File: config.mk
export PLATFORM = sky130hd
export DESIGN_NAME = vm_core_p
export DESIGN_NICKNAME = d
export VERILOG_FILES = /design/src/rtl/vm_core_p.sv
export SDC_FILE = /design/constraint.sdc
export NUM_CORES = 1
export LEC_CHECK = 0
export ABC_CLOCK_PERIOD_IN_PS = 9680
export CORE_ASPECT_RATIO = 1.2
export CORE_MARGIN = 2
export CORE_UTILIZATION = 45
export DETAILED_ROUTE_END_ITERATION = 10
export PLACE_DENSITY_LB_ADDON = 0.08
export SYNTH_ARGS = -nofsm -noshare
export SYNTH_HDL_FRONTEND = slang
export SYNTH_SLANG_ARGS = --single-unit
File: constraint.sdc
create_clock -name clk -period 9.68 [get_ports clk]
set_clock_uncertainty 0.05 [all_clocks]
set_input_delay 1.936 -clock clk [delete_from_list [all_inputs] [get_ports clk]]
set_output_delay 1.936 -clock clk [all_outputs]
set_load 0.05 [all_outputs]
File: src/rtl/vm_core_p.sv
`timescale 1ns/1ps
// vm_core_p: multi-cycle hex-display VM core (PC, regfile, ALU, control FSM) with a req/ack memory port.
// Define VM_CORE_BREAKPOINT_EN to add the free-run PC breakpoint (bp_en / bp_addr / bp_hit).
module vm_core_p #(
   parameter int DW = 32,
   parameter int AW = 8,
   parameter int RW = 4
) (
   input  logic          clk,
   input  logic          rst,
   output logic          mem_req,
   output logic          mem_we,
   output logic [AW-1:0] mem_addr,
   output logic [DW-1:0] mem_wdata,
   input  logic          mem_ack,
   input  logic [DW-1:0] mem_rdata,
   input  logic          go,
   input  logic          run_mode,
   input  logic [7:0]    sw_in,
   input  logic [RW-1:0] dbg_sel,
   output logic [DW-1:0] dbg_data,
   output logic [AW-1:0] pc,
   output logic [2:0]    state,
   output logic [1:0]    flags,
   output logic          halted
`ifdef VM_CORE_BREAKPOINT_EN
   ,
   input  logic          bp_en,
   input  logic [AW-1:0] bp_addr,
   output logic          bp_hit
`endif
);
   localparam int NREG = 2 ** RW;

   typedef enum logic [2:0] {
      S_IDLE = 3'd0, S_FETCH = 3'd1, S_DECODE = 3'd2, S_EXEC = 3'd3,
      S_MEM  = 3'd4, S_WB    = 3'd5, S_HALT   = 3'd6
   } state_e;

   typedef enum logic [3:0] {
      OP_NOP = 4'd0, OP_LDI = 4'd1, OP_ADD = 4'd2, OP_SUB = 4'd3, OP_LD  = 4'd4,
      OP_ST  = 4'd5, OP_JMP = 4'd6, OP_JZ  = 4'd7, OP_IN  = 4'd8, OP_HLT = 4'd9
   } op_e;

   typedef struct packed {
      logic [7:0]    imm;
      logic [RW-1:0] rs;
      logic [RW-1:0] rd;
      logic [3:0]    op;
   } instr_t;

   state_e        state_q, state_d;
   instr_t        instr_q, instr_d;
   logic [AW-1:0] pc_q, pc_d;
   logic [DW-1:0] alu_q, alu_d;
   logic          carry_q, carry_d;
   logic          flag_c_q, flag_c_d, flag_z_q, flag_z_d;
   logic [DW-1:0] regs_q [NREG];
   logic [DW-1:0] regs_d [NREG];
   logic          mem_req_q, mem_req_d, mem_we_q, mem_we_d;
   logic [AW-1:0] mem_addr_q, mem_addr_d;
   logic [DW-1:0] mem_wdata_q, mem_wdata_d;
   logic          halted_q, halted_d;
   logic          go_prev_q;
   logic          go_rise, start_fetch, bp_stop;
   logic [DW-1:0] rd_val, rs_val, imm_dw;
   logic [AW-1:0] imm_aw;

   assign go_rise = go & ~go_prev_q;
   assign rd_val  = regs_q[instr_q.rd];
   assign rs_val  = regs_q[instr_q.rs];
   assign imm_dw  = DW'(instr_q.imm);
   assign imm_aw  = imm_dw[AW-1:0];

`ifdef VM_CORE_BREAKPOINT_EN
   logic bp_hit_q, bp_hit_d;
   assign bp_hit = bp_hit_q;
   // The go edge that resumes from a breakpoint must not trip the same breakpoint again.
   assign bp_stop = run_mode && bp_en && (pc_q == bp_addr) && !(state_q == S_IDLE && bp_hit_q);
`else
   assign bp_stop = 1'b0;
`endif

   assign mem_req   = mem_req_q;
   assign mem_we    = mem_we_q;
   assign mem_addr  = mem_addr_q;
   assign mem_wdata = mem_wdata_q;
   assign dbg_data  = regs_q[dbg_sel];
   assign pc        = pc_q;
   assign state     = state_q;
   assign flags     = {flag_c_q, flag_z_q};
   assign halted    = halted_q;

   always_comb begin
      // NOTE: every _d gets its hold value first so no path through the case can infer a latch.
      state_d     = state_q;
      instr_d     = instr_q;
      pc_d        = pc_q;
      alu_d       = alu_q;
      carry_d     = carry_q;
      flag_c_d    = flag_c_q;
      flag_z_d    = flag_z_q;
      regs_d      = regs_q;
      mem_req_d   = mem_req_q;
      mem_we_d    = mem_we_q;
      mem_addr_d  = mem_addr_q;
      mem_wdata_d = mem_wdata_q;
      halted_d    = halted_q;
      start_fetch = 1'b0;
`ifdef VM_CORE_BREAKPOINT_EN
      bp_hit_d    = bp_hit_q;
`endif
      case (state_q)
         S_IDLE: if (go_rise) start_fetch = 1'b1;
         S_FETCH: if (mem_ack) begin
            instr_d   = instr_t'({mem_rdata[31:24], mem_rdata[16 +: RW], mem_rdata[8 +: RW], mem_rdata[3:0]});
            mem_req_d = 1'b0;
            state_d   = S_DECODE;
         end
         S_DECODE: begin
            pc_d = pc_q + AW'(1);
            if (instr_q.op == OP_HLT) begin
               state_d  = S_HALT;
               halted_d = 1'b1;
            end else begin
               state_d = S_EXEC;
            end
         end
         S_EXEC: begin
            state_d = S_WB;
            case (instr_q.op)
               OP_LDI: alu_d = imm_dw;
               OP_ADD: {carry_d, alu_d} = {1'b0, rd_val} + {1'b0, rs_val};
               OP_SUB: begin
                  alu_d   = rd_val - rs_val;
                  carry_d = (rd_val < rs_val);
               end
               OP_IN:  alu_d = DW'(sw_in);
               OP_JMP: pc_d = imm_aw;
               OP_JZ:  if (flag_z_q) pc_d = imm_aw;
               OP_LD, OP_ST: begin
                  state_d    = S_MEM;
                  mem_req_d  = 1'b1;
                  mem_we_d   = (instr_q.op == OP_ST);
                  mem_addr_d = rs_val[AW-1:0];
                  if (instr_q.op == OP_ST) mem_wdata_d = rd_val;
               end
               default: ;
            endcase
         end
         S_MEM: if (mem_ack) begin
            mem_req_d = 1'b0;
            mem_we_d  = 1'b0;
            if (instr_q.op == OP_LD) alu_d = mem_rdata;
            state_d = S_WB;
         end
         S_WB: begin
            case (instr_q.op)
               OP_LDI, OP_ADD, OP_SUB, OP_LD, OP_IN: begin
                  regs_d[instr_q.rd] = alu_q;
                  flag_z_d           = (alu_q == '0);
                  if (instr_q.op == OP_ADD || instr_q.op == OP_SUB) flag_c_d = carry_q;
               end
               default: ;
            endcase
            if (run_mode) start_fetch = 1'b1;
            else          state_d     = S_IDLE;
         end
         S_HALT: ;
         default: state_d = S_IDLE;
      endcase
      // Both routes into FETCH (go edge, free-run continuation) share the breakpoint check.
      if (start_fetch) begin
         if (bp_stop) begin
            state_d = S_IDLE;
`ifdef VM_CORE_BREAKPOINT_EN
            bp_hit_d = 1'b1;
`endif
         end else begin
            state_d    = S_FETCH;
            mem_req_d  = 1'b1;
            mem_we_d   = 1'b0;
            mem_addr_d = pc_q;
`ifdef VM_CORE_BREAKPOINT_EN
            bp_hit_d   = 1'b0;
`endif
         end
      end
   end

   // NOTE: the register file sits in resettable flops because a cleared regfile is visible on dbg_data right after reset.
   always_ff @(posedge clk or negedge rst) begin
      if (!rst) begin
         state_q     <= S_IDLE;
         instr_q     <= '0;
         pc_q        <= '0;
         alu_q       <= '0;
         carry_q     <= 1'b0;
         flag_c_q    <= 1'b0;
         flag_z_q    <= 1'b0;
         for (int i = 0; i < NREG; i++) regs_q[i] <= '0;
         mem_req_q   <= 1'b0;
         mem_we_q    <= 1'b0;
         mem_addr_q  <= '0;
         mem_wdata_q <= '0;
         halted_q    <= 1'b0;
         go_prev_q   <= 1'b0;
`ifdef VM_CORE_BREAKPOINT_EN
         bp_hit_q    <= 1'b0;
`endif
      end else begin
         state_q     <= state_d;
         instr_q     <= instr_d;
         pc_q        <= pc_d;
         alu_q       <= alu_d;
         carry_q     <= carry_d;
         flag_c_q    <= flag_c_d;
         flag_z_q    <= flag_z_d;
         regs_q      <= regs_d;
         mem_req_q   <= mem_req_d;
         mem_we_q    <= mem_we_d;
         mem_addr_q  <= mem_addr_d;
         mem_wdata_q <= mem_wdata_d;
         halted_q    <= halted_d;
         go_prev_q   <= go;
`ifdef VM_CORE_BREAKPOINT_EN
         bp_hit_q    <= bp_hit_d;
`endif
      end
   end

endmodule

==> results of run 1 <==
## per-stage QoR
stage / setup slack, ps / std cells / power (mW) / area (um^2) / hold WS (ps)
after floorplan: 3760 / 2757 / 9.05 / 39000 / 423
after global placement: 2720 / 3826 / 11.1 / 41300 / 432
after detailed placement: 2660 / 3826 / 11.2 / 41300 / 432
after CTS: 2670 / 3953 / 14.0 / 43700 / 450
after global routing: 2660 / 3953 / 14.7 / 43700 / 468
final: 2770 / 3954 / 14.0 / 43700 / 447
## worst max path at each step
stage	from	end	slack, ps	cells past startpoint
global route	dbg_sel[0]	dbg_data[13]	2660	5
global placement	dbg_sel[1]	dbg_data[0]	2720	5
CTS	dbg_sel[1]	dbg_data[0]	2670	5
detailed placement	dbg_sel[1]	dbg_data[0]	2660	5
floorplan	dbg_sel[0]	dbg_data[11]	3760	4
finish	dbg_sel[1]	dbg_data[0]	2770	5
## placed cells by master (no fill, tap or decap), types with 15 or more instances in the layout
| master | instances |
|---|---|
| a21o_1 | 17 |
| a21oi_1 | 96 |
| a221oi_1 | 21 |
| a22oi_1 | 18 |
| buf_4 | 39 |
| clkbuf_1 | 15 |
| clkbuf_16 | 74 |
| clkdlybuf4s50_1 | 131 |
| dfrtp_1 | 614 |
| ha_1 | 66 |
| inv_1 | 62 |
| mux2_1 | 251 |
| mux2_2 | 303 |
| mux4_2 | 480 |
| nand2_1 | 80 |
| nand3_1 | 25 |
| nor2_1 | 107 |
| nor2b_1 | 18 |
| nor4_1 | 18 |
| o211ai_1 | 16 |
| o21ai_0 | 60 |
| xnor2_1 | 26 |
## layer usage
| layer | wire, um | vias to the layer above | track usage, % |
|---|---|---|---|
| li1 | - | 10800 | - |
| met1 | 53100 | 14300 | 40.1 |
| met2 | 60900 | 1122 | 46.8 |
| met3 | 8240 | 228 | 4.53 |
| met4 | 3990 | 0 | 8.86 |
| met5 | 0 | - | 0 |
## cells by family (layout without fill, tap and decap cells)
kind of cell	after synthesis	count (layout)	share of synthesized area, %
adders and majority gates	68	68	2.22
and+or+nand+nor	342	342	4.25
xor gates and xnor gates	34	34	0.763
muxes	1041	1041	43.9
DFF	622	622	39.9
AOI/OAI and AO/OA	327	327	5.54
buffers and inverters	323	379	3.44
other	0	1	0
## flip-flops by register name, indices dropped and copies added, names as in the netlist
name       cells
regs_q       512
alu_q         32
mem_wdata     32
instr_q       12
imm_aw         8
mem_addr       8
pc             8
state          3
carry_q        1
flag_c_q       1
flag_z_q       1
go_prev_q      1
halted         1
mem_req        1
mem_we         1
## critical path, stage by stage
cell and delay, ps:
buf_6 630, buf_4 640, mux4_2 400, mux4_2 520, clkdlybuf4s50_1 730
## power by group through the flow
stage               clock network, mW  registers (mW)  logic (mW)
floorplan                           0            3.95        5.10
global placement                    0            4.55        6.52
detailed placement                  0            4.60        6.58
CTS                              2.87            4.56        6.60
global route                     2.98            4.71        7.06
finish                           2.82            4.57        6.64
## final cells by class
cell class | count | area, um^2
fill | 7272 | 42400
multi-input combinational | 1812 | 22200
sequential | 622 | 15600
clock buffer | 102 | 2090
timing repair buffer | 182 | 1810
tap | 1140 | 1430
clock inverter | 25 | 322
inverter | 70 | 263
antenna | 1 | 2.50
==> summary.md, run 1 <==
| Metric | Value |
|---|---|
| Status | `complete, no violations` |
| Initial antenna violation count | `4` |
| Post-synth EDFFs | `0` |
| Synth top area share | `between 30% and 40%` |
| Fmax | `approximately 0.14 GHz` |
| Crit path kind | `primary input to primary output` |
| PwrDens | `321 nW/um^2` |
| Max_cap viols | `0` |
| Worst Tran Pin Value | `1170 ps` |
| Vias in the first global route | `approximately 27000` |
| Count leader, synth | `dfrtp_1` |
| PortBufs | `136` |
| Setup TNS | `0 ps` |
| Via density | `between 6 and 7` |
| First-pass GRT wire length | `about 190000 um` |
| Hold Violations, Final | `0` |
| Clock Sinks | `622` |
| Post-Syn Area | `around 40000 um^2` |
| Worst setup SP type | `primary input` |
| Switching share of power | `42.3%` |
| CTS tree | `yes` |
| Clock transition at the registers of the reported paths | `roughly 60 ps` |
| Worst Setup End Kind | `primary output` |
| Clock Root Buffer | `clkbuf_16` |
| Data arrival time of the critical path | `4920 ps` |
| CORE AREA | `about 86000 um^2` |
| Unrepaired setup endpoints after global routing | `no` |
| Worst r2r src | `instr_q[5]` |
| Setup Viol. Count Final | `0` |
| R2R depth | `17` |
| H-Tree Depth | `3` |
| GRT Overall Usage | `28.8%` |
| Largest net degree at the start of global routing | `approximately 150` |
| Row count | `~120` |
| Proportion of power drawn by the clock network | `about 20%` |
| Post-DRT Antenna Nets | `0` |
| # hold bufs at CTS | `0` |
| Int Power | `8.09 mW` |
| WP data required | `approximately 7700 ps` |
| Die ar. | `89100 um^2` |
| Post-Route WL | `about 130000 um` |
| Fin util | `between 50% and 60%` |
| Yosys top cell by area | `dfrtp_1` |
| Buffers inserted by post-CTS timing repair | `0` |
| Die W | `roughly 270 um` |
| Slew Limit Fails | `0` |
| CTS resizes | `0` |
| Hold_sp | `mem_wdata[0]` |
| Prevailing post-synth register cell | `dfrtp_1` |
| Sequential group share of total power | `between 30% and 40%` |
| Mean Syn Cell Area | `roughly 14 um^2` |
| Top cells by count, synth | `622 x dfrtp_1, 480 x mux4_2, 303 x mux2_2, 251 x mux2_1, 143 x clkbuf_1` |
| Hold Crit Depth | `2` |
| Gpl congestion | `0.945` |
| Unique masters post-synth | `between 80 and 90` |
| Power share of the combinational group | `a little under half` |
| Area Growth Syn to Fin | `12.0%` |
| Worst rel slew slack | `22.3%` |
| I/O pin cnt | `137` |
| Die Y | `between 300 and 400 um` |
| Clk_lat worst skew | `between 600 and 700 ps` |
| Tmin final | `around 6900 ps` |
| Syn_nets | `2874` |
| Layout net count | `between 2000 and 3000` |
| Leakage | `approximately 19 nW` |
| Asr flop ratio synth | `100%` |
| Psw | `between 5 and 6 mW` |
| Remaining DRCs | `0` |
| Hold path endpoint | `mem_wdata[0]` |
| Clock tree buffer depth | `3` |
| Hold Path Class | `flip-flop to flip-flop` |
| Seq/Total Area, Yosys | `about 40%` |
| Detailed Routing Iterations Pass 1 | `5` |
| Synth Register Bits | `around 620` |
| Warnings, synthesis | `0` |
| Main area contributors after synthesis | `dfrtp_1 40%, mux4_2 28%, mux2_2 8.7%` |
| Initial DRC Count | `~2500` |
| Max IR drop VDD | `between 0.0002 and 0.00025 V` |
| Worst R2R Setup Slack | `3650 ps` |
| Routed length per placed instance | `31.9 um` |
| Worst-path fanout max | `90` |
| Via Count | `26500` |
| Final worst path period share | `between 70% and 80%` |
| Post-detailed-placement half-perimeter wirelength | `between 70000 and 80000 um` |
| Initial Utilization | `45.3%` |
| End of the worst register-to-register path | `alu_q[30]` |
| Share of post-route cells with drive strength above 1 | `35.5%` |
| Num CTS Buffers | `71` |
| Synth Instances | `approximately 2800` |
| Gr ovfl total | `0` |
Power figures use the tool's default switching activity.
==> inputs of run 2 (changes only) <==
--- a/config.mk
+++ b/config.mk
@@ -5,7 +5,7 @@
 export SDC_FILE = /design/constraint.sdc
 export NUM_CORES = 1
 export LEC_CHECK = 0
-export ABC_CLOCK_PERIOD_IN_PS = 9680
+export ABC_CLOCK_PERIOD_IN_PS = 6600
 export CORE_ASPECT_RATIO = 1.2
 export CORE_MARGIN = 2
 export CORE_UTILIZATION = 45
==> constraint.sdc (replaced) <==
create_clock -name clk -period 6.6 [get_ports clk]
set_clock_uncertainty 0.05 [all_clocks]
set_input_delay 1.32 -clock clk [delete_from_list [all_inputs] [get_ports clk]]
set_output_delay 1.32 -clock clk [all_outputs]
set_load 0.05 [all_outputs]
==> run 2 against run 1 <==
Routed wire length rose by 1.4%. Total power up 47%. Sequential power grew 47%. Hold slack got worse by 8.6 ps. Critical endpoint is now alu_q[27]. Combinational power grew 47%. Register-to-register slack got worse by 2600 ps. Cell area increased by 0.49%. Largest cell class unchanged. Critical path type is now flip-flop to flip-flop. Sequential share of layout area decreased by 0.17 points. Critical path depth is 8 higher.
==> summary.md, run 2 (synthesis results as in run 1) <==
| Metric | Value |
|---|---|
| Status | `complete, no violations` |
| Post-Route WL | `roughly 130000 um` |
| First-pass GRT wire length | `191000 um` |
| Die W | `around 270 um` |
| CORE AREA | `86100 um^2` |
| Clock Root Buffer | `clkbuf_16` |
| Commonest non-fill, non-tap cell in the layout | `dfrtp_1` |
| Clk_lat worst skew | `~650 ps` |
| Via Count | `26700` |
| Share of post-route cells with drive strength above 1 | `between 30% and 40%` |
| Remaining DRCs | `0` |
| Detailed Routing Iterations Pass 1 | `5` |
| Setup TNS | `0 ps` |
| Area Growth Syn to Fin | `12.6%` |
| # hold bufs at CTS | `0` |
| Slowest cell delay on critical path | `just under 1000 ps` |
| Routed length per placed instance | `between 30 and 40 um` |
| Crit path launch | `instr_q[4]` |
| Die ar. | `89100 um^2` |
| Gpl congestion | `a little under 1` |
| DP Area | `between 40000 and 50000 um^2` |
| CTS resizes | `0` |
| CTS tree | `yes` |
| Worst r2r src | `instr_q[4]` |
| Tmin final | `about 5600 ps` |
| Gr ovfl total | `0` |
| H-Tree Depth | `3` |
| Hold Violations, Final | `0` |
| Clock transition at the registers of the reported paths | `about 60 ps` |
| Die Y | `around 330 um` |
| PwrDens | `approximately 470 nW/um^2` |
| Fin area | `43900 um^2` |
| Unrepaired setup endpoints after global routing | `no` |
| Post-detailed-placement half-perimeter wirelength | `83000 um` |
| Via density | `between 6 and 7` |
| Buffers inserted by post-CTS timing repair | `0` |
| Hold Path Class | `flip-flop to flip-flop` |
| Clock Sinks | `about 620` |
| Slew Limit Fails | `0` |
| Initial DRC Count | `about 2200` |
| Tot Pwr | `20.6 mW` |
| Leakage | `between 15 and 20 nW` |
| Placed instance count | `3844` |
| Largest net degree at the start of global routing | `approximately 170` |
| Worst-path cell chain | `buf_12 > mux4_2 > mux4_2 > ha_1 > a21oi_1 > o21bai_1 > a221o_1 > a221oi_1 > o21ai_1 > a21oi_1 > a2bb2oi_1 > nor2_1 > o32a_1` |
| Worst Tran Pin Value | `between 1000 and 1500 ps` |
| Worst Setup End Kind | `flip-flop` |
| Row count | `118` |
| Worst-path fanout max | `between 40 and 50` |
| Max stage delay cell, worst path | `dfrtp_4` |
| GRT Overall Usage | `around 29%` |
| I/O pin cnt | `137` |
| Clock tree buffer depth | `3` |
| Final worst path period share | `a little over four fifths` |
| WP data required | `roughly 7100 ps` |
| Crit path kind | `flip-flop to flip-flop` |
| Post-DRT Antenna Nets | `0` |
| Setup Viol. Count Final | `0` |
| Num CTS Buffers | `72` |
| Most frequent cells in the layout | `614 x dfrtp_1, 480 x mux4_2, 303 x mux2_2` |
| Finished Layout Cells | `3966` |
| Worst rel slew slack | `between 10% and 20%` |
| Initial Utilization | `45.3%` |
| Data arrival time of the critical path | `around 6000 ps` |
| Max IR drop VDD | `between 0.0003 and 0.0004 V` |
| Largest Register | `regs_q` |
| Hold Slack | `438 ps` |
| Initial antenna violation count | `2` |
| Hold_sp | `halted` |
| Worst setup SP type | `flip-flop` |
| Max_cap viols | `0` |
| Fmax | `~0.18 GHz` |
| PortBufs | `136` |
| Max reg flops | `512` |
| Vias in the first global route | `roughly 28000` |
| Layout net count | `about 2900` |
[run 2: changes by cell type in the layout (fill, tap and decap cells not counted), moves of 3 or more]
cell and change:
clkbuf_8 +3, buf_4 +11, buf_12 +7, clkbuf_1 -3
clkinv_2 -7
[run 2: where the power goes]
part           internal, mW  total [mW]  switching [mW]  leakage, nW
registers              4.81        6.73            1.91         8.50
clock network          2.46        4.13            1.67         1.18
logic                  4.65        9.79            5.13         9.58
total                  11.9        20.6            8.71         19.3
[run 2: cell type report]
cell class	instances	area [um^2]
inverter	70	263
tap	1140	1430
timing repair buffer	200	2030
sequential	622	15600
clock inverter	17	233
fill	7285	42200
clock buffer	104	2170
multi-input combinational	1812	22200
antenna	1	2.50
[run 2: path summary, 6_finish.rpt]
check                              end  slack [ps]  depth (start not counted)
max                          alu_q[27]        1020                         13
min                             halted         440                          1
max reg2reg                  alu_q[27]        1020                         13
min reg2reg                     halted         440                          1
max in group asynchronous  regs_q[337]        4400                          2
min in group asynchronous  regs_q[486]         550                          1
[run 2: per-stage QoR]
step / setup WS (ps) / util, %
final: 1020 / 51.0
after global routing: 675 / 51.0
after CTS: 1020 / 51.0
after detailed placement: 1050 / 48.2
after global placement: 1080 / 48.2
after floorplan: 1880 / -
[run 2: metal layers]
layer / part of all wire, % / track usage [%] / vias up / routed length, um
met1: 41 / 39.2 / 14600 / 52700
met3: 6.5 / 5.05 / 236 / 8280
met4: 2.9 / 8.74 / 0 / 3670
met5: 0 / 0 / - / 0
met2: 50 / 48.8 / 1057 / 63400
li1: - / - / 10800 / -
[run 2: worst max-delay path: cells and delay by family (launching register included)]
family,cells,cell delay [ps]
compound gates,8,2200
mux,2,1170
flops,1,990
fa+ha+maj,1,500
buf+inv,1,430
simple gates,1,60
==> inputs of run 3 (changes only) <==
--- a/config.mk
+++ b/config.mk
@@ -5,7 +5,7 @@
 export SDC_FILE = /design/constraint.sdc
 export NUM_CORES = 1
 export LEC_CHECK = 0
-export ABC_CLOCK_PERIOD_IN_PS = 6600
+export ABC_CLOCK_PERIOD_IN_PS = 5300
 export CORE_ASPECT_RATIO = 1.2
 export CORE_MARGIN = 2
 export CORE_UTILIZATION = 45
==> constraint.sdc (replaced) <==
create_clock -name clk -period 5.3 [get_ports clk]
set_clock_uncertainty 0.05 [all_clocks]
set_input_delay 1.06 -clock clk [delete_from_list [all_inputs] [get_ports clk]]
set_output_delay 1.06 -clock clk [all_outputs]
set_load 0.05 [all_outputs]
==> run 3 against run 2 <==
Sequential share of layout area down 0.48 points. Final cell count up 1.4%. Hold slack worse by 36 ps. First-iteration DRC count up 0.49%. Cell area up 1.4%. Global-route usage up 0.41 points. Count of clock-buffer cells in the layout down 1. Sequential power up 21%. Clock power up 26%. Register-to-register slack worse by 810 ps. Worst setup slack worse by 810 ps. Largest cell class unchanged. Highest routed layer unchanged.
==> summary.md, run 3 (synthesis results as in run 1) <==
| Metric | Value |
|---|---|
| Tmin final | `approximately 5100 ps` |
| Initial DRC Count | `2251` |
| Die W | `273 um` |
| Worst Setup End Kind | `flip-flop` |
| Share of post-route cells with drive strength above 1 | `between 30% and 40%` |
| Initial antenna violation count | `2` |
| Remaining DRCs | `0` |
| Max reg flops | `around 500` |
| Area Growth Syn to Fin | `14.1%` |
| Metal-1 WL | `53300 um` |
| Hold Path Class | `primary input to asynchronous set/reset pin` |
| CORE AREA | `86100 um^2` |
| PwrDens | `around 600 nW/um^2` |
| Tot Pwr | `26.3 mW` |
| Hold Slack | `roughly 400 ps` |
| Worst-path fanout max | `36` |
| Die ar. | `a little under 90000 um^2` |
| WL met3 | `8610 um` |
| Gr ovfl total | `0` |
| Setup Viol. Count Final | `0` |
| Fin util | `between 50% and 60%` |
| Post-DRT Antenna Nets | `0` |
| Post-detailed-placement half-perimeter wirelength | `roughly 85000 um` |
| Power share of the combinational group | `about half` |
| Crit path max-delay family | `compound AO/OA/AOI/OAI gates` |
| Psw | `~11 mW` |
| Met2 wire length | `64100 um` |
| I/O pin cnt | `137` |
| Clock transition at the registers of the reported paths | `~60 ps` |
| Top sig layer | `met4` |
| Worst-path cell chain | `buf_12 > mux4_2 > mux4_2 > ha_1 > buf_4 > nor4_1 > nand3_1 > nor3_1 > o211ai_1 > a31oi_1 > o31a_1 > o21ai_1 > xor2_1 > a22oi_1 > a31oi_1` |
| Worst setup margin | `214 ps` |
| Finished Layout Cells | `roughly 4000` |
| Proportion of power drawn by the clock network | `between 10% and 20%` |
| PortBufs | `about 140` |
| Most frequent cells in the layout | `614 x dfrtp_1, 480 x mux4_2, 303 x mux2_2` |
| Layout net count | `2942` |
| Leakage | `between 15 and 20 nW` |
| # hold bufs at CTS | `0` |
| Via density | `6.69` |
| CTS resizes | `0` |
| Clk_lat worst skew | `650 ps` |
| Via Count | `26900` |
| Setup TNS | `0 ps` |
| Sequential group share of total power | `just over 30%` |
| Initial Utilization | `45.3%` |
| Placement Setup Slack | `approximately 100 ps` |
| CP bufs+invs | `2` |
| Num CTS Buffers | `72` |
| Buffers inserted by post-CTS timing repair | `0` |
| Routed length per placed instance | `32.3 um` |
| Slew Limit Fails | `0` |
| WP data required | `between 5000 and 6000 ps` |
| Clock Root Buffer | `clkbuf_16` |
| Data arrival time of the critical path | `roughly 5500 ps` |
| Row count | `~120` |
| Switching share of power | `a little over two fifths` |
| Final worst path period share | `96.0%` |
| Status | `complete, no violations` |
| Max IR drop VDD | `0.000490 V` |
| Vias in the first global route | `about 28000` |
| Fin area | `44500 um^2` |
| Int Power | `roughly 15 mW` |
| Worst rel slew slack | `between 20 and 30%` |
| Clock Sinks | `between 600 and 700` |
| Max_cap viols | `0` |
| First-pass GRT wire length | `between 150000 and 200000 um` |
| Die Y | `327 um` |
| Commonest non-fill, non-tap cell in the layout | `dfrtp_1` |
| Hold Violations, Final | `0` |
| Fmax | `around 0.2 GHz` |
| Post-Route WL | `between 100000 and 150000 um` |
| Placed instance count | `just under 4000` |
| Detailed Routing Iterations Pass 1 | `5` |
| Crit path kind | `flip-flop to flip-flop` |
| Largest net degree at the start of global routing | `between 100 and 150` |
| CTS tree | `yes` |
| Max stage delay cell, worst path | `dfrtp_4` |
| Worst Tran Pin Value | `~1100 ps` |
| Clock tree buffer depth | `3` |
| Slowest cell delay on critical path | `~830 ps` |
| Worst setup SP type | `flip-flop` |
| Largest Register | `regs_q` |
| Gpl congestion | `0.924` |
| H-Tree Depth | `3` |
| GRT Overall Usage | `between 20 and 30%` |
| Unrepaired setup endpoints after global routing | `no` |
| DP Area | `~42000 um^2` |
-- run 3: power groups by stage --
stage / logic, mW / registers [mW] / clock network, mW
2_1_floorplan: 9.31 / 7.21 / 0
3_3_place_gp: 12.7 / 8.06 / 0
3_5_place_dp: 12.8 / 8.20 / 0
4_1_cts: 12.8 / 8.13 / 5.31
5_1_grt: 13.8 / 8.35 / 5.49
6_report: 13.0 / 8.13 / 5.19
-- run 3: final timing paths --
path / startpoint / to / slack, ps / depth (start not counted)
max reg2reg: instr_q[5] / alu_q[30] / 210 / 15
min reg2reg: halted / halted / 430 / 1
min in group clk: halted / halted / 430 / 1
max in group asynchronous: rst / instr_q[9] / 3630 / 2
max: instr_q[5] / alu_q[30] / 210 / 15
min: rst / regs_q[486] / 400 / 1
-- run 3: routing by layer --
layer / GRT usage [%] / vias to the layer above
met3: 4.86 / 239
met4: 9.28 / 0
met1: 40.2 / 14600
met5: 0 / -
met2: 49.0 / 1114
li1: - / 11000
-- run 3: cell type report --
class | count | area (um^2)
clock buffers | 103 | 2090
diodes | 2 | 5.00
repair buffers | 247 | 2600
inverters | 70 | 263
clock inverters | 27 | 347
flip-flops and latches | 622 | 15600
multi-input cells | 1812 | 22200
well taps | 1140 | 1430
fillers | 7207 | 41600
-- run 3: worst register-to-register path: stages (launching register included) --
cell and delay, ps:
dfrtp_4 830, buf_12 370, mux4_2 390, mux4_2 630
ha_1 360, buf_4 180, nor4_1 450, nand3_1 180
nor3_1 190, o211ai_1 210, a31oi_1 210, o31a_1 230
o21ai_1 190, xor2_1 180, a22oi_1 190, a31oi_1 100
